### src/rtl/latch_interval_fifo_if.sv
// Bundle of the latch-side input and register-bank readout signals of
// latch_interval_fifo. The block itself uses the slave modport; the
// register bank, or a testbench standing in for it, uses the master modport.
interface latch_interval_fifo_if #(
  parameter int AW = 4
);
  logic [31:0] count_latched;
  logic        rd_en;
  logic        ovf_clr;
  logic [31:0] rd_data;
  logic        rd_valid;
  logic [AW:0] level;
  logic        overflow;
  logic [31:0] event_count;

  modport master (
    output count_latched, rd_en, ovf_clr,
    input  rd_data, rd_valid, level, overflow, event_count
  );

  modport slave (
    input  count_latched, rd_en, ovf_clr,
    output rd_data, rd_valid, level, overflow, event_count
  );
endinterface

### src/rtl/latch_interval_fifo.sv
// Watches the latched counter value, turns every change into a latch event,
// and queues the modular interval since the previous event in a show-ahead
// FIFO. It also keeps a sticky overflow flag and a running event count.
// The first event after reset only primes the reference and queues nothing.
module latch_interval_fifo #(
  parameter int DEPTH = 16,
  parameter int AW    = 4
) (
  input  logic                 clk,
  input  logic                 rstn,
  latch_interval_fifo_if.slave bus
);

  // ---------------------------------------------------------------------------
  // State
  // ---------------------------------------------------------------------------
  logic [31:0] prev_q,      prev_d;
  logic        primed_q,    primed_d;
  logic [AW:0] wr_ptr_q,    wr_ptr_d;
  logic [AW:0] rd_ptr_q,    rd_ptr_d;
  logic        overflow_q,  overflow_d;
  logic [31:0] event_cnt_q, event_cnt_d;

  // Interval storage: distributed RAM, read through the registered rd_ptr.
  logic [31:0] mem_q [DEPTH];

  // ---------------------------------------------------------------------------
  // Combinational decode
  // ---------------------------------------------------------------------------
  logic        evt;
  logic        full;
  logic        empty;
  logic        pop;
  logic        push;
  logic        drop;
  logic [31:0] interval;

  // Pointer-derived status; the extra MSB tells full from empty.
  always_comb begin
    empty = (wr_ptr_q == rd_ptr_q);
    full  = (wr_ptr_q[AW] != rd_ptr_q[AW]) &&
            (wr_ptr_q[AW-1:0] == rd_ptr_q[AW-1:0]);
  end

  // Event detection, push/pop/drop arbitration and next-state computation.
  always_comb begin
    // NOTE: every signal written here gets a default first, so no path can leave
    // one unassigned and infer a latch.
    evt         = (bus.count_latched != prev_q);
    // Subtraction modulo 2^32 gives the true interval across counter wrap.
    interval    = bus.count_latched - prev_q;
    pop         = bus.rd_en & ~empty;
    // A full FIFO still accepts a push when the head leaves in the same cycle.
    push        = evt & primed_q & (~full | pop);
    drop        = evt & primed_q & full & ~pop;

    prev_d      = prev_q;
    primed_d    = primed_q;
    event_cnt_d = event_cnt_q;
    wr_ptr_d    = wr_ptr_q;
    rd_ptr_d    = rd_ptr_q;
    overflow_d  = overflow_q;

    if (evt) begin
      prev_d      = bus.count_latched;
      primed_d    = 1'b1;
      event_cnt_d = event_cnt_q + 32'd1;
    end

    if (push) wr_ptr_d = wr_ptr_q + {{AW{1'b0}}, 1'b1};
    if (pop)  rd_ptr_d = rd_ptr_q + {{AW{1'b0}}, 1'b1};

    // A drop and a clear in the same cycle leave the flag set.
    if (drop)             overflow_d = 1'b1;
    else if (bus.ovf_clr) overflow_d = 1'b0;
  end

  // ---------------------------------------------------------------------------
  // Sequential state
  // ---------------------------------------------------------------------------
  // Control registers, all cleared by the asynchronous reset.
  always_ff @(posedge clk or negedge rstn) begin
    // NOTE: sequential state uses non-blocking assignments so every flop samples
    // the pre-edge values, independent of statement order.
    if (!rstn) begin
      prev_q      <= '0;
      primed_q    <= 1'b0;
      wr_ptr_q    <= '0;
      rd_ptr_q    <= '0;
      overflow_q  <= 1'b0;
      event_cnt_q <= '0;
    end else begin
      prev_q      <= prev_d;
      primed_q    <= primed_d;
      wr_ptr_q    <= wr_ptr_d;
      rd_ptr_q    <= rd_ptr_d;
      overflow_q  <= overflow_d;
      event_cnt_q <= event_cnt_d;
    end
  end

  // Interval storage write port.
  always_ff @(posedge clk) begin
    // NOTE: the storage array has no reset, so it maps onto RAM; stale contents
    // are never visible because rd_data is gated by the pointer-derived empty.
    if (push) mem_q[wr_ptr_q[AW-1:0]] <= interval;
  end

  // ---------------------------------------------------------------------------
  // Outputs: registered or derived from pointers, never from rd_en.
  // ---------------------------------------------------------------------------
  // Show-ahead head, forced to zero while empty so reset clears it at once.
  always_comb begin
    bus.rd_data     = empty ? 32'd0 : mem_q[rd_ptr_q[AW-1:0]];
    bus.rd_valid    = ~empty;
    bus.level       = wr_ptr_q - rd_ptr_q;
    bus.overflow    = overflow_q;
    bus.event_count = event_cnt_q;
  end

endmodule

### src/flat_wrapper.sv
// flat-port wrapper written by rule: the top's interface ports become plain ports
module latch_interval_fifo_flat 
#(
  parameter int DEPTH = 16,
  parameter int AW    = 4
)
  (clk, rstn, bus_count_latched, bus_rd_en, bus_ovf_clr, bus_rd_data, bus_rd_valid, bus_level, bus_overflow, bus_event_count);
  latch_interval_fifo_if #(.AW(AW)) bus_i ();
  input  logic clk;
  input  logic rstn;
  input wire logic [$bits(bus_i.count_latched)-1:0] bus_count_latched;
  input wire logic [$bits(bus_i.rd_en)-1:0] bus_rd_en;
  input wire logic [$bits(bus_i.ovf_clr)-1:0] bus_ovf_clr;
  output wire logic [$bits(bus_i.rd_data)-1:0] bus_rd_data;
  output wire logic [$bits(bus_i.rd_valid)-1:0] bus_rd_valid;
  output wire logic [$bits(bus_i.level)-1:0] bus_level;
  output wire logic [$bits(bus_i.overflow)-1:0] bus_overflow;
  output wire logic [$bits(bus_i.event_count)-1:0] bus_event_count;
  assign bus_i.count_latched = bus_count_latched;
  assign bus_i.rd_en = bus_rd_en;
  assign bus_i.ovf_clr = bus_ovf_clr;
  assign bus_rd_data = bus_i.rd_data;
  assign bus_rd_valid = bus_i.rd_valid;
  assign bus_level = bus_i.level;
  assign bus_overflow = bus_i.overflow;
  assign bus_event_count = bus_i.event_count;
  latch_interval_fifo #(.DEPTH(DEPTH), .AW(AW)) u_core (.clk(clk), .rstn(rstn), .bus(bus_i));
endmodule
### config.mk
export PLATFORM = sky130hd
export DESIGN_NAME = latch_interval_fifo_flat
export DESIGN_NICKNAME = d
export VERILOG_FILES = /design/src/rtl/latch_interval_fifo_if.sv /design/src/rtl/latch_interval_fifo.sv /design/src/flat_wrapper.sv
export SDC_FILE = /design/constraint.sdc
export NUM_CORES = 1
export LEC_CHECK = 0
export ABC_CLOCK_PERIOD_IN_PS = 7260
export CORE_MARGIN = 8
export CORE_UTILIZATION = 61
export DETAILED_ROUTE_END_ITERATION = 10
export PLACE_DENSITY = 0.9
export SYNTH_ARGS = -nofsm -noshare
export SYNTH_HDL_FRONTEND = slang
export SYNTH_SLANG_ARGS = --single-unit
### constraint.sdc
create_clock -name clk -period 7.26 [get_ports clk]
set_input_delay 1.089 -clock clk [delete_from_list [all_inputs] [get_ports clk]]
set_output_delay 1.089 -clock clk [all_outputs]
set_load 0.03 [all_outputs]
## Word level (Yosys, flattened, before mapping)

Memories as Yosys holds them, arrays and structs flattened.
Cells that the tools add are included.

| operators by class | value |
|---|---|
| add/subtract/negate cells | 5 |
| eq/ne operators | 4 |
| multiplexer cells | 5 |
| bitwise gates (word level) | 9 |
| reductions and logical operators | 2 |

Operators with widths:

| operator | count |
|---|---|
| 32-bit by 1-bit adder with 32-bit output (second input constant) | 1 |
| 32-bit two-way mux | 1 |
| 32-bit != test | 1 |
| 32-bit subtractor | 1 |
| 5-bit by 1-bit adder with 5-bit output (second input constant) | 2 |
| 1-bit AND | 5 |
| 5-bit == test | 1 |
| 5-bit subtractor | 1 |
| 4-bit == test | 1 |
| 1-bit two-way mux | 4 |
| 1-bit inverter | 3 |
| 2-bit nonzero test | 1 |
| 1-bit logical AND | 1 |
| 1-bit != test | 1 |
| 1-bit bitwise OR | 1 |

| word-level totals | value |
|---|---|
| register bits | 76 |
| bits in writable memories | 512 |
| output and inout bits | 71 |
| logic and storage cells | 32 |
| memories kept | 1 |

Memory list:

| memory | words | width | read ports | clocked after Yosys merged registers in | write ports | line | text |
|---|---|---|---|---|---|---|---|
| u_core.mem_q | 16 | 32 | 1 | 0 | 1 | latch_interval_fifo.sv:25 | `logic [31:0] mem_q [DEPTH];` |

## Logic depth before layout (Yosys ltp)

Gate-level depths: netlist (run 1).

| depth | value |
|---|---|
| depth after elaboration | 7 |
| mapped depth | 10 |

## Worst setup path before layout (run 1)

OpenSTA, ideal clock, no wires.

| timing | value |
|---|---|
| path type | in2reg |
| from | in bus_count_latched[23] |
| to | mem u_core.mem_q[3][0] (enable) |
| setup time | 0.501 ns |
| data arrival time | 5.300 ns |
| data required time | 6.759 ns |
| slack | 1.458 ns |
| stages | 7 |
| buffers on the path | 1 |
| cells stage by stage | ha_1 -> buf_2 -> and4_1 -> and3_1 -> nand4_1 -> nand2_1 -> nor4_1 |

| between the ends | value |
|---|---|
| longest elaborated chain between the ends | 5 |

Ends and longest elaborated chain:

| item | line | text |
|---|---|---|
| start: declaration | flat_wrapper.sv:11 | `input wire logic [$bits(bus_i.count_latched)-1:0] bus_count_latched;` |
| 32-bit != test | latch_interval_fifo.sv:49 | `evt = (bus.count_latched != prev_q);` |
| 1-bit AND (2 in series) | latch_interval_fifo.sv:54 | `push = evt & primed_q & (~full \| pop);` |
| 1-bit two-way mux | latch_interval_fifo.sv:106 | `if (push) mem_q[wr_ptr_q[AW-1:0]] <= interval;` |
| 1-bit two-way mux (implied by the code) | latch_interval_fifo.sv:106 |  |
| end: declaration | latch_interval_fifo.sv:25 |  |

Every way passes these cells.

## Worst setup path after layout (run 1)

| timing | value |
|---|---|
| from | reg u_core.rd_ptr_q[1] |
| to | out bus_rd_data[0] |

| between the ends | value |
|---|---|
| longest elaborated chain between the ends | 2 |
| elaborated cells between the ends (all ways) | 3 |

Ends and longest elaborated chain:

| item | line | text |
|---|---|---|
| start: declaration | latch_interval_fifo.sv:20 | `logic [AW:0] rd_ptr_q, rd_ptr_d;` |
| start signal: assignment | latch_interval_fifo.sv:96 | `rd_ptr_q <= rd_ptr_d;` |
| memory read 16 x 32 bit / 5-bit == test (equally long branches) | - |  |
| 32-bit two-way mux (*) | latch_interval_fifo.sv:114 | `bus.rd_data = empty ? 32'd0 : mem_q[rd_ptr_q[AW-1:0]];` |
| end: declaration | flat_wrapper.sv:14 | `output wire logic [$bits(bus_i.rd_data)-1:0] bus_rd_data;` |

Mark *: on every way between the ends. The rest lies on a longest branch, timed or not.

==> results_dict.tcl, run 1 <==
set metrics [dict create \
    root_buffer "clkbuf_16" \
    clkSlewWorstSetupHoldPaths_ps 60 \
    synth_seq_cells 588 \
    cts-buffers-inserted 56 \
    drc 0 \
    dr.first_iter.drc_count 1728 \
    grt_max_degree 112 \
    setup_violations 0 \
    vias 13800 \
    num_antenna_cells 0 \
    hold_buffers 0 \
    boundaryPins 107 \
    synthCells 1376 \
    dp.cells 1971 \
    fin_worst_skew_ps 45.5 \
    rsz0062_at_grt "no" \
    clockBufferDepth 3 \
    die-area_um2 47300 \
    finalHoldViolations 0 \
    slew_headroom_pct 2.68 \
    start_util_pct 61.2 \
    wl_met1_um 23200 \
    post_drt_wl_per_cell_um 30.3 \
    grt_pass1_vias 14400 \
    fin_crit_ps 5610 \
    postCtsSetupRepairBufs 0 \
    hold_start "u_core.bus.event_count[31]$_DFFE_PN0N_" \
    cts.sink_count 588 \
    cp_cell_sequence "buf_4 > mux4_2 > mux4_2 > nor2b_1 > clkdlybuf4s50_1" \
    final_util_pct 69.9 \
    whs_ps 481 \
    wl_met3_um 5780 \
    yosysUniqueCellTypes 57 \
    nFillCells 2400 \
    finalMaxSlewViolations 0 \
    whs_endpoint "u_core.bus.event_count[31]$_DFFE_PN0N_" \
    power_uw 12100 \
    antenna_found_initial 2 \
    drive_gt1_share_pct 18.9 \
    cpPeakStageDelay_ps 1030 \
    min_period_over_period_pct 77.2 \
    cts_tree "yes" \
    critPathBufInv 2 \
    hold_path.class "flip-flop to flip-flop" \
    core_area_um2 40500 \
    row_count 74 \
    synth-edff-count 512 \
    route.top_layer_used "met5" \
    r2r_start "u_core.prev_q[21]$_DFFE_PN0N_" \
    grt_usage_pct 26.7 \
    max_freq_mhz 178 \
    crit_arrival_ps 4520 \
    routed-wl-met2_um 31700 \
    port_buffers 106 \
    worst_slew_pin_slew_ps 1450 \
    ir_drop_v 0.000517 \
    die_h_um 218 \
    grt_pass1_wl_um 92700 \
    clk_latency_ps 630 \
    synth_area_um2 24800 \
    yosysWarningCount 0 \
    syn_avg_cell_area_um2 18.0 \
    regToRegSetupSlack_ps 3010 \
    layout.nets 1577 \
    slowest_stage "buf_4" \
    gp_congestion 0.884 \
    power_density_nw_per_um2 429 \
    tns_ps 0 \
    reg2reg_depth 9 \
    r2r_end "u_core.mem_q[10][2]$_DFFE_PP_" \
    cp.required_ps 6170 \
    critPathLaunchType "flip-flop" \
    vias_per_cell 6.66 \
    yosysSeqAreaShare_pct 69.7 \
    dpl.hpwl_um 35300 \
    cts_resized 0 \
    cp_top_family "buffers and inverters" \
    crit_path_end_kind "output port" \
    grt-ovfl-total 0 \
    firstDrtPassIters 6 \
    drt-total-wl_um 62900 \
    area_delta_synth_final_pct 14.1 \
    ant_nets 0 \
    async_flop_share_pct 12.9 \
    hold_depth 1 \
    status "finished clean" \
    maxCapViolCount 0 \
    worstSetupPathType "flip-flop to output port" \
    crit_top_cell "mux4_2" \
    path_max_fanout 80 \
    htree_levels 2 \
    synth_ff_type "edfxtp_1" \
    p_leak_uw 0.00970 \
    synth_nets 1455 \
    instances_no_fill 2076 \
    die_w_um 218 \
]
how the worst max path moves through the flow:
stage | from | end | slack, ps | cells past startpoint
2_1_floorplan | bus_count_latched[23] | u_core.mem_q[3][0]$_DFFE_PP_ | 1460 | 7
3_3_place_gp | bus_count_latched[21] | u_core.mem_q[8][8]$_DFFE_PP_ | 2200 | 9
3_5_place_dp | bus_count_latched[21] | u_core.mem_q[9][8]$_DFFE_PP_ | 2010 | 9
4_1_cts | u_core.rd_ptr_q[1]$_DFFE_PN0P_ | bus_rd_data[0] | 1660 | 5
5_1_grt | u_core.rd_ptr_q[1]$_DFFE_PN0P_ | bus_rd_data[0] | 1590 | 5
6_report | u_core.rd_ptr_q[1]$_DFFE_PN0P_ | bus_rd_data[0] | 1650 | 5
state kept, by name (all words and copies together) (netlist names):
| signal | count |
|---|---|
| u_core.rd_ptr_q | 5 |
| u_core.mem_q | 512 |
| u_core.bus.event_count | 32 |
| u_core.primed_q | 1 |
| u_core.wr_ptr_q | 5 |
| u_core.bus.overflow | 1 |
| u_core.prev_q | 32 |
cell usage in the layout (no fill, tap or decap), types with 4 or more instances in the layout:
master           instances
a211oi_1                 4
nor4_1                   4
bufinv_16                5
o211ai_1                 7
nor2_1                  21
dfrtp_1                 73
buf_4                   22
ha_1                    41
and2_1                   4
xor2_1                  16
nor3_1                  12
clkbuf_1                13
and2_2                  12
a21oi_1                 38
clkinv_2                 9
clkdlybuf4s50_1        105
inv_1                   50
and4_1                   6
clkinv_1                13
edfxtp_1               512
and3_1                  14
nand2b_1                 7
mux4_2                 160
o21ai_0                 52
nand2_1                 65
clkbuf_16               56
nand3_1                 27
o21a_1                   5
nand4_1                 27
o31ai_1                  4
mux2_2                   4
nor2b_1                 36
xnor2_1                 51
a21o_1                  12
final cells by class:
type / instances / area [µm²] / share of cell area [%]
flip-flops and latches: 588 / 17300 / 61.1
clock inverters: 35 / 353 / 1.25
clock buffers: 69 / 1450 / 5.13
multi-input cells: 673 / 7090 / 25.1
inverters: 51 / 191 / 0.677
repair buffers: 128 / 1240 / 4.37
well taps: 532 / 666 / 2.35
metal layers:
metal | vias up | GRT usage (%)
met5 | - | 0
met4 | 2 | 9.45
met3 | 158 | 4.94
met2 | 868 | 45.2
met1 | 7090 | 34.5
li1 | 5716 | -
worst register-to-register path, stage by stage (launching register included):
cell	delay [ps]
dfrtp_1	340
inv_1	50
ha_1	430
and4_1	330
and3_1	220
nand4_1	90
buf_4	530
nand3_1	330
nor3b_1	490
and2_2	1020
per-stage QoR:
step | instance area [µm²] | setup slack, ps
floorplan | 24800 | 1460
global placement | 26400 | 2200
detailed placement | 26400 | 2010
CTS | 28200 | 1660
global route | 28300 | 1590
finish | 28300 | 1650
cell families (layout without fill, tap and decap cells):
logic type / after synthesis / in the layout / share of synthesized area (%)
AO/OA/AOI/OAI: 144 / 144 / 3.51
XOR/XNOR: 70 / 70 / 2.47
adder cells (fa/ha/maj): 43 / 43 / 2.23
buffers and inverters: 115 / 283 / 1.92
flip-flops: 588 / 588 / 69.7
multiplexers: 165 / 165 / 14.8
AND/OR/NAND/NOR: 251 / 251 / 5.38
power breakdown:
| part | leakage, µW | switching, µW | internal, µW | total [µW] |
|---|---|---|---|---|
| Clock | 0.000868 | 1290 | 1610 | 2900 |
| Sequential | 0.00559 | 310 | 4510 | 4820 |
| Combinational | 0.00324 | 2510 | 1900 | 4410 |
Yosys cell counts (27+ instances only):
library cell  instances  area (µm²)
nand3_1              27         135
inv_1                50         188
dfrtp_1              76        1900
mux4_2              160        3600
nand4_1              27         169
buf_2                28         140
edfxtp_1            512       15400
o21ai_0              52         260
a21oi_1              38         190
ha_1                 41         513
xnor2_1              54         473
nor2b_1              36         225
nand2_1              65         244
Power figures use the tool's default switching activity.
==> inputs of run 2 (changes only) <==
--- a/config.mk
+++ b/config.mk
@@ -5,7 +5,7 @@
 export SDC_FILE = /design/constraint.sdc
 export NUM_CORES = 1
 export LEC_CHECK = 0
-export ABC_CLOCK_PERIOD_IN_PS = 7260
+export ABC_CLOCK_PERIOD_IN_PS = 5700
 export CORE_MARGIN = 8
 export CORE_UTILIZATION = 61
 export DETAILED_ROUTE_END_ITERATION = 10
==> constraint.sdc (replaced) <==
create_clock -name clk -period 5.7 [get_ports clk]
set_input_delay 0.855 -clock clk [delete_from_list [all_inputs] [get_ports clk]]
set_output_delay 0.855 -clock clk [all_outputs]
set_load 0.03 [all_outputs]
==> run 2 against run 1 <==
Compared with the run above:
- the flow now finishes with violations (max-capacitance violations)
- die area unchanged
- flip-flop and latch count unchanged
- critical path depth unchanged
- wire length about the same
- sequential share of layout area decreased by 0.22 points
- hold slack got worse by 87 ps
- non-clock buffer count increased by 13
- highest routed layer is now met4
==> results_dict.tcl, run 2 (same netlist as run 1, synthesis figures left out) <==
set metrics [dict create \
    status "finished with violations" \
    violations "max-capacitance violations" \
    row_count 74 \
    crit_top_cell "mux4_2" \
    cts.sink_count 588 \
    start_util_pct 61.2 \
    slew_headroom_pct 0.416 \
    core_area_um2 40500 \
    grt-ovfl-total 0 \
    crit_arrival_ps 4040 \
    path_max_fanout 65 \
    post_drt_wl_per_cell_um 30.1 \
    fin_worst_skew_ps 34.3 \
    max_freq_mhz 204 \
    ant_nets 0 \
    largest_reg_flops 512 \
    dr.first_iter.drc_count 1682 \
    worst_slew_pin_slew_ps 1480 \
    layout.nets 1591 \
    clkSlewWorstSetupHoldPaths_ps 60 \
    gp_congestion 0.971 \
    dpl.hpwl_um 35100 \
    power_density_nw_per_um2 547 \
    drt-total-wl_um 63000 \
    grt_max_degree 133 \
    cp_top_family "multiplexers" \
    vias_per_cell 6.74 \
    cts_tree "yes" \
    postCtsSetupRepairBufs 0 \
    whs_ps 394 \
    finalHoldViolations 0 \
    finalMaxSlewViolations 0 \
    cts-buffers-inserted 57 \
    die_h_um 218 \
    boundaryPins 107 \
    critPathBufInv 2 \
    grt_pass1_wl_um 93400 \
    area_delta_synth_final_pct 14.5 \
    hold_path.class "primary input to asynchronous set/reset pin" \
    maxCapViolCount 2 \
    tns_ps 0 \
    grt_usage_pct 26.8 \
    port_buffers 106 \
    cts_resized 0 \
    cp_cell_sequence "buf_12 > mux4_2 > mux4_2 > nor2b_1 > clkdlybuf4s50_1" \
    p_leak_uw 0.00978 \
    firstDrtPassIters 5 \
    htree_levels 2 \
    num_antenna_cells 0 \
    layout_commonest_cell "edfxtp_1" \
    final_cell_mix "edfxtp_1, mux4_2, clkdlybuf4s50_1" \
    antenna_found_initial 0 \
    cpPeakStageDelay_ps 900 \
    cp.required_ps 4850 \
    setup_violations 0 \
    crit_path_end_kind "output port" \
    clk_latency_ps 640 \
    min_period_over_period_pct 86.0 \
    hold_buffers 0 \
    grt_pass1_vias 14700 \
    vias 14100 \
    slowest_stage "dfrtp_4" \
    root_buffer "clkbuf_16" \
    drc 0 \
    drive_gt1_share_pct 19.9 \
    die_w_um 218 \
    ir_drop_v 0.000482 \
    die-area_um2 47300 \
    rsz0062_at_grt "no" \
    worstSetupPathType "flip-flop to output port" \
    fin_crit_ps 4900 \
    critPathLaunchType "flip-flop" \
    clockBufferDepth 3 \
]
-- run 2: worst paths after layout --
kind                                                   startpoint                                endpoint  slack (ps)  depth (start not counted)
setup reg to reg                    u_core.prev_q[11]$_DFFE_PN0N_          u_core.mem_q[10][28]$_DFFE_PP_        1950                          8
hold / removal                                               rstn  u_core.bus.event_count[16]$_DFFE_PN0N_         390                          1
setup / recovery                   u_core.rd_ptr_q[0]$_DFFE_PN0P_                         bus_rd_data[13]         800                          5
min in group clk           u_core.bus.event_count[10]$_DFFE_PN0N_  u_core.bus.event_count[10]$_DFFE_PN0N_         490                          1
max in group asynchronous                                    rstn          u_core.rd_ptr_q[0]$_DFFE_PN0P_        4560                          1
hold reg to reg            u_core.bus.event_count[10]$_DFFE_PN0N_  u_core.bus.event_count[10]$_DFFE_PN0N_         490                          1
-- run 2: final cells by class --
cell class	instances	area, µm²
clock buffers	70	1520
multi-input cells	673	7080
fillers	2396	12100
flip-flops and latches	588	17300
inverters	51	191
repair buffers	141	1350
clock inverters	35	293
well taps	532	666
-- run 2: metrics by stage --
| step | setup WS (ps) | instances | total power, µW | utilization [%] | instance area (µm²) |
|---|---|---|---|---|---|
| floorplan | 132 | 1376 | 9680 | - | 24800 |
| global placement | 1250 | 1985 | 11500 | 65.6 | 26600 |
| detailed placement | 982 | 1985 | 11800 | 65.6 | 26600 |
| CTS | 723 | 2090 | 15600 | 70.1 | 28400 |
| global route | 650 | 2090 | 16000 | 70.1 | 28400 |
| finish | 800 | 2090 | 15500 | 70.1 | 28400 |
-- run 2: per-layer routing --
layer | up-vias | track usage (%) | routed length, µm
met5 | - | 0 | 0
met1 | 7253 | 34.3 | 22800
li1 | 5729 | - | -
met4 | 0 | 11.4 | 2420
met3 | 169 | 4.87 | 5980
met2 | 934 | 45.1 | 31800
-- run 2: power by group --
group	internal (µW)	switching [µW]
combinational	2450	3310
sequential	5740	339
clock	2040	1640
